File: config.mk
export PLATFORM = sky130hd
export DESIGN_NAME = lsb_gen
export DESIGN_NICKNAME = d
export VERILOG_FILES = /design/src/rtl/lsb_pkg.sv /design/src/rtl/lsb_debounce.sv /design/src/rtl/lsb_gen.sv
export SDC_FILE = /design/constraint.sdc
export NUM_CORES = 1
export LEC_CHECK = 0
export CAP_MARGIN = 10
export CORE_ASPECT_RATIO = 0.8
export CORE_MARGIN = 2
export CORE_UTILIZATION = 65
export CTS_CLUSTER_DIAMETER = 100
export DETAILED_ROUTE_END_ITERATION = 10
export DONT_BUFFER_PORTS = 1
export PLACE_DENSITY = 0.92
export SETUP_SLACK_MARGIN = 0.4
export SYNTH_ARGS = -nofsm -noshare
export SYNTH_HDL_FRONTEND = slang
export SYNTH_SLANG_ARGS = --single-unit
File: constraint.sdc
create_clock -name clk -period 3.6 [get_ports clk]
set_clock_uncertainty 0.1 [all_clocks]
set_input_delay 0.36 -clock clk [delete_from_list [all_inputs] [get_ports clk]]
set_output_delay 0.36 -clock clk [all_outputs]
set_load 0.005 [all_outputs]
File: src/rtl/lsb_pkg.sv
// Shared definitions for the lsb_gen board I/O peripheral: register map,
// red-LED write opcodes and the hex-digit segment table.
package lsb_pkg;

   localparam logic [1:0] ADDR_STATUS = 2'd0;
   localparam logic [1:0] ADDR_EVT    = 2'd1;
   localparam logic [1:0] ADDR_LED    = 2'd2;
   localparam logic [1:0] ADDR_HEX    = 2'd3;

   // Opcode in data_in[31:30] of an LED register write.
   typedef enum logic [1:0] {
      LED_SET   = 2'b00,
      LED_CLR   = 2'b01,
      LED_TOG   = 2'b10,
      LED_GREEN = 2'b11
   } led_op_e;

   localparam logic [6:0] HEX_BLANK_N = 7'h7F;

   // Active-high segments {g,f,e,d,c,b,a}; the top inverts for the pins.
   function automatic logic [6:0] seg_decode(input logic [3:0] v);
      logic [6:0] seg;
      case (v)
         4'h0: seg = 7'h3F;
         4'h1: seg = 7'h06;
         4'h2: seg = 7'h5B;
         4'h3: seg = 7'h4F;
         4'h4: seg = 7'h66;
         4'h5: seg = 7'h6D;
         4'h6: seg = 7'h7D;
         4'h7: seg = 7'h07;
         4'h8: seg = 7'h7F;
         4'h9: seg = 7'h6F;
         4'hA: seg = 7'h77;
         4'hB: seg = 7'h7C;
         4'hC: seg = 7'h39;
         4'hD: seg = 7'h5E;
         4'hE: seg = 7'h79;
         default: seg = 7'h71;
      endcase
      return seg;
   endfunction

endpackage

File: src/rtl/lsb_debounce.sv
// One button: 2-FF synchroniser on the active-low pin, counter debounce,
// debounced active-high state and a one-cycle press (0->1) pulse.
module lsb_debounce #(
   parameter int DEB_BITS = 16
) (
   input  logic clk,
   input  logic rst,
   input  logic btn_n,
   output logic state,
   output logic rise
);
   import lsb_pkg::*;

   logic                sync1;
   logic                sync2;
   logic                s;
   logic [DEB_BITS-1:0] cnt;

   // Synchroniser idles at the released (high) level.
   always_ff @(posedge clk) begin
      if (rst) begin
         sync1 <= 1'b1;
         sync2 <= 1'b1;
      end else begin
         sync1 <= btn_n;
         sync2 <= sync1;
      end
   end

   assign s = ~sync2;

   // Any sample agreeing with the current state restarts the stable period.
   always_ff @(posedge clk) begin
      if (rst) begin
         state <= 1'b0;
         cnt   <= '0;
      end else if (s == state) begin
         cnt <= '0;
      end else if (&cnt) begin
         state <= s;
         cnt   <= '0;
      end else begin
         cnt <= cnt + DEB_BITS'(1);
      end
   end

   assign rise = s & ~state & (&cnt);

endmodule

File: src/rtl/lsb_gen.sv
// Board I/O peripheral: debounced buttons with sticky press events, synchronised
// switches, red/green LEDs and NUM_HEX 7-segment digits on a 2-bit register bus.
module lsb_gen #(
   parameter logic [3:0] BOARD     = 4'd3,
   parameter int         NUM_BTN   = 4,
   parameter int         NUM_SWI   = 10,
   parameter int         NUM_LED_R = 10,
   parameter int         NUM_LED_G = 8,
   parameter int         NUM_HEX   = 4,
   parameter int         DEB_BITS  = 16
) (
   input  logic                   clk,
   input  logic                   rst,
   input  logic                   stb,
   input  logic                   we,
   input  logic [1:0]             addr,
   input  logic [31:0]            data_in,
   input  logic [NUM_LED_R-1:0]   leds_r_in,
   output logic [31:0]            data_out,
   output logic                   ack,
   input  logic [NUM_BTN-1:0]     btn_in_n,
   input  logic [NUM_SWI-1:0]     swi_in,
   output logic [NUM_LED_R-1:0]   leds_r,
   output logic [NUM_LED_G-1:0]   leds_g,
   output logic [7*NUM_HEX-1:0]   hex_n,
   output logic [NUM_BTN-1:0]     btn_out,
   output logic [NUM_SWI-1:0]     swi_out
);
   import lsb_pkg::*;

   // Bus handshake: a transfer completes in the cycle stb is high; ack mirrors
   // stb with no wait states, writes commit on the following clock edge.
   logic                 wr;
   logic                 rd;
   logic [NUM_BTN-1:0]   btn_state;
   logic [NUM_BTN-1:0]   btn_rise;
   logic [NUM_BTN-1:0]   evt;
   logic [NUM_BTN-1:0]   evt_clr;
   logic [NUM_SWI-1:0]   swi_s1;
   logic [NUM_SWI-1:0]   swi_s2;
   logic [NUM_LED_R-1:0] led_r_q;
   logic [NUM_LED_R-1:0] led_r_in_q;
   logic [NUM_LED_G-1:0] led_g_q;
   logic [7*NUM_HEX-1:0] hex_q;
   logic [3:0]           hex_sel;
   logic [6:0]           hex_val_n;
   logic                 unused_data;

   assign wr  = stb & we;
   assign rd  = stb & ~we;
   assign ack = stb;
   assign unused_data = ^data_in;

   for (genvar i = 0; i < NUM_BTN; i++) begin : g_btn
      lsb_debounce #(.DEB_BITS(DEB_BITS)) u_deb (
         .clk   (clk),
         .rst   (rst),
         .btn_n (btn_in_n[i]),
         .state (btn_state[i]),
         .rise  (btn_rise[i])
      );
   end

   always_ff @(posedge clk) begin
      if (rst) begin
         swi_s1 <= '0;
         swi_s2 <= '0;
      end else begin
         swi_s1 <= swi_in;
         swi_s2 <= swi_s1;
      end
   end

   // A press arriving with a clear of the same bit must not be lost.
   assign evt_clr = (wr && addr == ADDR_EVT) ? data_in[NUM_BTN-1:0] : '0;

   always_ff @(posedge clk) begin
      if (rst) begin
         evt <= '0;
      end else begin
         evt <= (evt & ~evt_clr) | btn_rise;
      end
   end

   always_ff @(posedge clk) begin
      if (rst) begin
         led_r_q    <= '0;
         led_g_q    <= '0;
         led_r_in_q <= '0;
      end else begin
         led_r_in_q <= leds_r_in;
         if (wr && addr == ADDR_LED) begin
            case (led_op_e'(data_in[31:30]))
               LED_SET:   led_r_q <= led_r_q | data_in[NUM_LED_R-1:0];
               LED_CLR:   led_r_q <= led_r_q & ~data_in[NUM_LED_R-1:0];
               LED_TOG:   led_r_q <= led_r_q ^ data_in[NUM_LED_R-1:0];
               LED_GREEN: led_g_q <= data_in[NUM_LED_G-1:0];
               default:   led_r_q <= led_r_q;
            endcase
         end
      end
   end

   assign hex_sel   = data_in[11:8];
   assign hex_val_n = data_in[4] ? HEX_BLANK_N : ~seg_decode(data_in[3:0]);

   // Selects beyond the last digit match no k and are dropped.
   always_ff @(posedge clk) begin
      if (rst) begin
         hex_q <= '1;
      end else if (wr && addr == ADDR_HEX) begin
         for (int k = 0; k < NUM_HEX; k++) begin
            if (hex_sel == 4'(k)) hex_q[7*k +: 7] <= hex_val_n;
         end
      end
   end

   always_comb begin
      data_out = '0;
      if (rd) begin
         case (addr)
            ADDR_STATUS: begin
               data_out[31:28]          = BOARD;
               data_out[16 +: NUM_BTN]  = btn_state;
               data_out[0 +: NUM_SWI]   = swi_s2;
            end
            ADDR_EVT: data_out[0 +: NUM_BTN] = evt;
            ADDR_LED: begin
               data_out[16 +: NUM_LED_G] = led_g_q;
               data_out[0 +: NUM_LED_R]  = led_r_q;
            end
            default: data_out = '0;
         endcase
      end
   end

   assign leds_r  = led_r_q | led_r_in_q;
   assign leds_g  = led_g_q;
   assign hex_n   = hex_q;
   assign btn_out = btn_state;
   assign swi_out = swi_s2;

endmodule
==> flow_metrics.env, run 1 <==
export IMPL_synth_area_mm2=0.00705
export IMPL_synth_area_per_cell_um2=8.98
export IMPL_rsz0062_at_grt="no"
export IMPL_period_needed_ps=2370
export IMPL_cts_sinks=156
export IMPL_grt_max_degree=67
export IMPL_gr_total_overflow=0
export IMPL_clkLatencyLatePin_ps=420
export IMPL_finalHoldViolCount=0
export IMPL_antenna_found_initial=0
export IMPL_p_int_mw=2.94
export IMPL_root_buffer="clkbuf_16"
export IMPL_tns_ps=0
export IMPL_cp_arrival_ps=2540
export IMPL_start_util_pct=67.7
export IMPL_end_kind="register"
export IMPL_status="complete, no violations"
export IMPL_power_density_mw_per_mm2=475
export IMPL_final_nets=896
export IMPL_post_route_period_util_pct=65.8
export IMPL_dp_hpwl_um=11800
export IMPL_wl_per_cell_um=18.9
export IMPL_cts_max_level=4
export IMPL_area_delta_synth_final_pct=12.7
export IMPL_hp_class="primary input to register"
export IMPL_final_area_mm2=0.00795
export IMPL_swShare_pct=22.0
export IMPL_port_buffer_count=0
export IMPL_synth_distinct_cells=50
export IMPL_async_flop_share_pct=0
export IMPL_track_usage_pct=31.3
export IMPL_dr_total_vias=5729
export IMPL_antennaDiodeCount=0
export IMPL_ant_nets=0
export IMPL_grt_pass1_wl_um=29100
export IMPL_synth_edf_count=0
export IMPL_fillCellCount=666
export IMPL_yosysSeqAreaShare_pct=44.3
export IMPL_p_leak_nw=3.03
export IMPL_critPathRequiredTime_ps=3770
export IMPL_dieHeight_um=97.1
export IMPL_drcViolationCount=0
export IMPL_clkSlewWorstSetupHoldPaths_ps=60
export IMPL_fp_dieW_um=120
export IMPL_cts_max_path_buffers=2
export IMPL_vias_per_cell=6.04
export IMPL_layout_drive_gt1_share_pct=7.67
export IMPL_worstRegToRegCells=5
export IMPL_drv_cap=0
export IMPL_tightest_slew_ps=1110
export IMPL_finalSetupViolCount=0
export IMPL_syn_inst=785
export IMPL_yosysWarnings=0
export IMPL_min_path_cells=2
export IMPL_utilization_pct=76.4
export IMPL_ir_drop_v=0.000365
export IMPL_slew_viol_final=0
export IMPL_drtPass1Iterations=5
export IMPL_final_common_cell="dfxtp_1"
export IMPL_cts_buffers=17
export IMPL_slew_headroom_pct=25.8
export IMPL_path_class="register to register"
export IMPL_dieArea_mm2=0.0117
export IMPL_clkPwrFrac_pct=48.0
export IMPL_pwr_share_seq_pct=46.9
export IMPL_synth_flop_cell="dfxtp_1"
export IMPL_combPwrFrac_pct=5.1
export IMPL_finalWeightedCongestion=0.897
export IMPL_cts_tree="built"
export IMPL_routed_wl_um=17900
export IMPL_placed_cell_area_mm2=0.00701
export IMPL_core_mm2=0.0104
export IMPL_fmax_mhz=422
export IMPL_drt_initial_drc_count=594
export IMPL_power_switching_mw=0.831
export IMPL_hold_ws_ps=32.1
export IMPL_crit_fanout=11
export IMPL_std_cell_rows=33
export IMPL_startpoint_type="register"
export IMPL_grt_pass1_vias=5951
export IMPL_synth_ff_latch_count=156
export IMPL_fin_total_pwr_mw=3.77
export IMPL_final_cell_mix="dfxtp_1, nor2_1, inv_1"
export IMPL_io_pins=155
[cell usage after synthesis, drive strengths merged, types with 5 or more instances]
library cell	number	area share (%)
nor2b	32	2.8
or2	19	1.7
nand3	28	2.2
clkbuf	25	1.3
dfxtp	156	44
nand2	42	2.2
nor3	23	1.6
a22o	10	1.2
a22oi	5	0.53
buf	29	2.7
a21oi	21	1.5
xnor2	40	5.0
o21ai	6	0.43
mux2i	25	3.5
xor2	12	1.5
nor2	116	6.2
o211ai	21	2.2
and3	5	0.44
nand4	17	1.5
a221oi	12	1.5
nor4	15	1.3
nand2b	5	0.44
ha	38	6.7
inv	45	2.4
[worst max-delay path, stage by stage, from the launching register on]
cell,delay (ps)
dfxtp_1,360
ha_1,270
nand3_1,200
or3_1,450
o21bai_1,710
nor2_1,130
[registers in the layout (all words and copies together) (netlist names)]
register	flops
hex_n	28
g_btn.u_deb.sync1	4
swi_out	10
led_r_in_q	10
g_btn.u_deb.cnt	64
evt	4
swi_s1	10
led_r_q	10
g_btn.u_deb.state	4
leds_g	8
g_btn.u_deb.sync2	4
[power by group through the flow]
| stage | registers (mW) | clock network (mW) | logic (mW) |
|---|---|---|---|
| floorplan | 1.80 | 0 | 0.143 |
| global placement | 1.80 | 0 | 0.135 |
| detailed placement | 1.81 | 0 | 0.144 |
| CTS | 1.77 | 1.82 | 0.190 |
| global route | 1.77 | 1.89 | 0.214 |
| finish | 1.77 | 1.81 | 0.194 |
[stage by stage]
stage	cells	setup WS, ps
2_1_floorplan	796	1720
3_3_place_gp	884	1490
3_5_place_dp	884	1310
4_1_cts	948	1310
5_1_grt	948	1100
6_report	948	1230
[layer usage]
layer  track usage, %  wire [um]  part of all wire (%)
met4             14.1        532                   3.0
met1             36.1       7030                    39
met2             53.2       8840                    49
met3             9.39       1490                   8.3
met5                0          0                     0
[cell families (layout without fill, tap and decap cells)]
family,count (synthesis),after routing,share of synthesized area [%]
other,1,12,0.0532
adders and majority gates,38,38,6.74
DFF,156,156,44.3
AOI/OAI and AO/OA,91,91,9.28
xor gates and xnor gates,52,52,6.46
buffers and inverters,99,111,6.39
muxes,29,29,4.35
and+or+nand+nor,319,319,22.4
[final timing paths]
kind | start | endpoint | slack [ps]
setup / recovery | g_btn[2].u_deb.cnt[0]$_SDFF_PP0_ | g_btn[2].u_deb.cnt[10]$_SDFF_PP0_ | 1230
hold / removal | rst | hex_n[3]$_SDFFE_PP1P_ | 30
setup reg to reg | g_btn[2].u_deb.cnt[0]$_SDFF_PP0_ | g_btn[2].u_deb.cnt[10]$_SDFF_PP0_ | 1230
hold reg to reg | g_btn[1].u_deb.sync1$_SDFF_PP1_ | g_btn[1].u_deb.sync2$_SDFF_PP1_ | 320
[final cells by class]
cell class	instances	area (um^2)	area share, %
multi-input combinational	541	3530	44.4
sequential	156	3120	39.3
clock buffer	20	447	5.62
timing repair buffer	35	363	4.57
tap	140	175	2.20
inverter	45	169	2.13
clock inverter	11	144	1.81
[what timing repair did]
item,in CTS,in global routing
setup buffers,0,0
endpoints found under the setup margin,0,0
hold buffers,33,0
endpoints found under the hold margin,66,0
gates resized for setup,0,0
No activity file was read; power rests on OpenSTA's default activity.
==> run 2, diff against run 1 <==
--- a/config.mk
+++ b/config.mk
@@ -8,11 +8,11 @@
 export CAP_MARGIN = 10
 export CORE_ASPECT_RATIO = 0.8
 export CORE_MARGIN = 2
-export CORE_UTILIZATION = 65
+export CORE_UTILIZATION = 57
 export CTS_CLUSTER_DIAMETER = 100
 export DETAILED_ROUTE_END_ITERATION = 10
 export DONT_BUFFER_PORTS = 1
-export PLACE_DENSITY = 0.92
+export PLACE_DENSITY = 0.86
 export SETUP_SLACK_MARGIN = 0.4
 export SYNTH_ARGS = -nofsm -noshare
 export SYNTH_HDL_FRONTEND = slang
==> constraint.sdc (replaced) <==
create_clock -name clk -period 2.08 [get_ports clk]
set_clock_uncertainty 0.1 [all_clocks]
set_input_delay 0.208 -clock clk [delete_from_list [all_inputs] [get_ports clk]]
set_output_delay 0.208 -clock clk [all_outputs]
set_load 0.005 [all_outputs]
==> flow_metrics.env, run 2 (synthesized netlist as in run 1, its figures left out) <==
export IMPL_final_area_mm2=0.00867
export IMPL_path_class="register to register"
export IMPL_area_delta_synth_final_pct=23.0
export IMPL_layout_drive_gt1_share_pct=16.0
export IMPL_ir_drop_v=0.000623
export IMPL_clkLatencyLatePin_ps=420
export IMPL_start_util_pct=58.2
export IMPL_hp_class="primary input to register"
export IMPL_port_buffer_count=0
export IMPL_drcViolationCount=0
export IMPL_antennaDiodeCount=0
export IMPL_grt_max_degree=55
export IMPL_ant_nets=0
export IMPL_rsz0062_at_grt="yes"
export IMPL_min_from="data_in[2]"
export IMPL_r2r_end="g_btn[2].u_deb.state$_SDFFE_PP0P_"
export IMPL_gr_total_overflow=0
export IMPL_fp_dieW_um=128
export IMPL_finalHoldViolCount=0
export IMPL_tns_ps=0
export IMPL_drv_cap=0
export IMPL_combPwrFrac_pct=5.6
export IMPL_std_cell_rows=36
export IMPL_finalWeightedCongestion=0.913
export IMPL_critPathRequiredTime_ps=2330
export IMPL_post_route_period_util_pct=82.1
export IMPL_period_needed_ps=1710
export IMPL_cts_max_level=4
export IMPL_cts_tree="built"
export IMPL_track_usage_pct=26.5
export IMPL_largest_reg_flops=64
export IMPL_top_register="g_btn.u_deb.cnt"
export IMPL_cts_sinks=156
export IMPL_final_cell_mix="dfxtp_1, nor2_1, dlygate4sd3_1"
export IMPL_root_buffer="clkbuf_16"
export IMPL_dieArea_mm2=0.0133
export IMPL_critical_path_max_stage_delay_ps=540
export IMPL_slew_viol_final=0
export IMPL_antenna_found_initial=0
export IMPL_hold_end="hex_n[2]$_SDFFE_PP1P_"
export IMPL_drt_initial_drc_count=463
export IMPL_p_leak_nw=3.40
export IMPL_cp_arrival_ps=1960
export IMPL_cts_max_path_buffers=2
export IMPL_cts_buffers=17
export IMPL_power_density_mw_per_mm2=727
export IMPL_grt_pass1_vias=5386
export IMPL_placed_cell_area_mm2=0.00720
export IMPL_min_path_cells=2
export IMPL_hold_ws_ps=20.7
export IMPL_crit_fanout=4
export IMPL_pwr_share_seq_pct=48.4
export IMPL_startpoint_type="register"
export IMPL_io_pins=155
export IMPL_slowest_stage="or4_4"
export IMPL_status="complete, no violations"
export IMPL_utilization_pct=71.5
export IMPL_p_int_mw=4.87
export IMPL_worstReg2RegStart="g_btn[2].u_deb.cnt[1]$_SDFF_PP0_"
export IMPL_clkPwrFrac_pct=45.9
export IMPL_swShare_pct=22.7
export IMPL_dp_hpwl_um=11200
export IMPL_power_switching_mw=1.43
export IMPL_vias_per_cell=5.76
export IMPL_end_kind="register"
export IMPL_final_nets=955
export IMPL_dr_total_vias=5865
export IMPL_slew_headroom_pct=59.2
export IMPL_fin_total_pwr_mw=6.30
export IMPL_dieHeight_um=103
export IMPL_finalSetupViolCount=0
export IMPL_clkSlewWorstSetupHoldPaths_ps=60
export IMPL_core_mm2=0.0121
export IMPL_grt_pass1_wl_um=27400
export IMPL_crit_chain="nand3_4, or4_4, or4_1, a21oi_1"
export IMPL_routed_wl_um=17800
export IMPL_final_common_cell="dfxtp_1"
export IMPL_drtPass1Iterations=5
export IMPL_r2r_slack_ps=370
export IMPL_fmax_mhz=586
export IMPL_worstRegToRegCells=4
export IMPL_wl_per_cell_um=17.5
export IMPL_tightest_slew_ps=612
-- run 2: cell count changes in the layout (fill, tap and decap cells not counted), moves of 5 or more --
| cell | previous run | this run |
|---|---|---|
| dfxtp_1 | 156 | 135 |
| nor3_1 | 21 | 16 |
| nor4_1 | 15 | 10 |
| dfxtp_4 | 0 | 9 |
| nand3_1 | 26 | 21 |
| buf_4 | 2 | 30 |
| dfxtp_2 | 0 | 12 |
| dlygate4sd3_1 | 32 | 60 |
-- run 2: stage by stage --
| stage | worst slack (ps) | instances |
|---|---|---|
| 2_1_floorplan | 402 | 796 |
| 3_3_place_gp | 337 | 915 |
| 3_5_place_dp | 288 | 915 |
| 4_1_cts | 327 | 1010 |
| 5_1_grt | 329 | 1019 |
| 6_report | 372 | 1019 |
-- run 2: timing repair --
item	CTS	global route
resized for setup	20	43
hold buffers	61	0
buffers inserted	2	9
endpoints found under the setup margin	52	70
cloned	1	0
pin swaps	4	8
hold endpoints to repair	92	0
-- run 2: power groups by stage --
stage | logic [mW] | clock network, mW | registers (mW)
after global placement | 0.244 | 0 | 3.13
final | 0.355 | 2.89 | 3.05
after CTS | 0.342 | 2.91 | 3.06
after detailed placement | 0.254 | 0 | 3.13
after global routing | 0.391 | 3.04 | 3.05
after floorplan | 0.248 | 0 | 3.11
-- run 2: layer usage --
metal | up-vias | GRT usage (%) | wire length, um
met5 | - | 0 | 0
met4 | 0 | 7.95 | 260
met3 | 28 | 7.20 | 1380
met2 | 249 | 44.8 | 8510
met1 | 2797 | 33.7 | 7670
li1 | 2791 | - | -
-- run 2: critical path: cells and delay by family (launching register included) --
family / cells / cell delay [ps]
compound gates: 1 / 130
flops: 1 / 370
simple gates: 3 / 1040
-- run 2: layout make-up --
class / count / area (um^2)
Multi-Input combinational cell: 541 / 3710
Fill cell: 847 / 3450
Sequential cell: 156 / 3170
Timing Repair Buffer: 94 / 880
Clock buffer: 21 / 450
Tap cell: 152 / 190
Inverter: 45 / 169
Clock inverter: 10 / 95.1
-- run 2: worst max-delay path by stage --
stage,startpoint,endpoint,slack [ps]
final,g_btn[2].u_deb.cnt[1]$_SDFF_PP0_,g_btn[2].u_deb.state$_SDFFE_PP0P_,370
after detailed placement,g_btn[2].u_deb.cnt[3]$_SDFF_PP0_,g_btn[2].u_deb.state$_SDFFE_PP0P_,290
after global routing,g_btn[2].u_deb.cnt[11]$_SDFF_PP0_,g_btn[2].u_deb.state$_SDFFE_PP0P_,330
after CTS,g_btn[2].u_deb.cnt[8]$_SDFF_PP0_,g_btn[2].u_deb.state$_SDFFE_PP0P_,330
after global placement,g_btn[1].u_deb.cnt[0]$_SDFF_PP0_,g_btn[1].u_deb.cnt[3]$_SDFF_PP0_,340
after floorplan,g_btn[0].u_deb.cnt[0]$_SDFF_PP0_,g_btn[0].u_deb.cnt[10]$_SDFF_PP0_,400
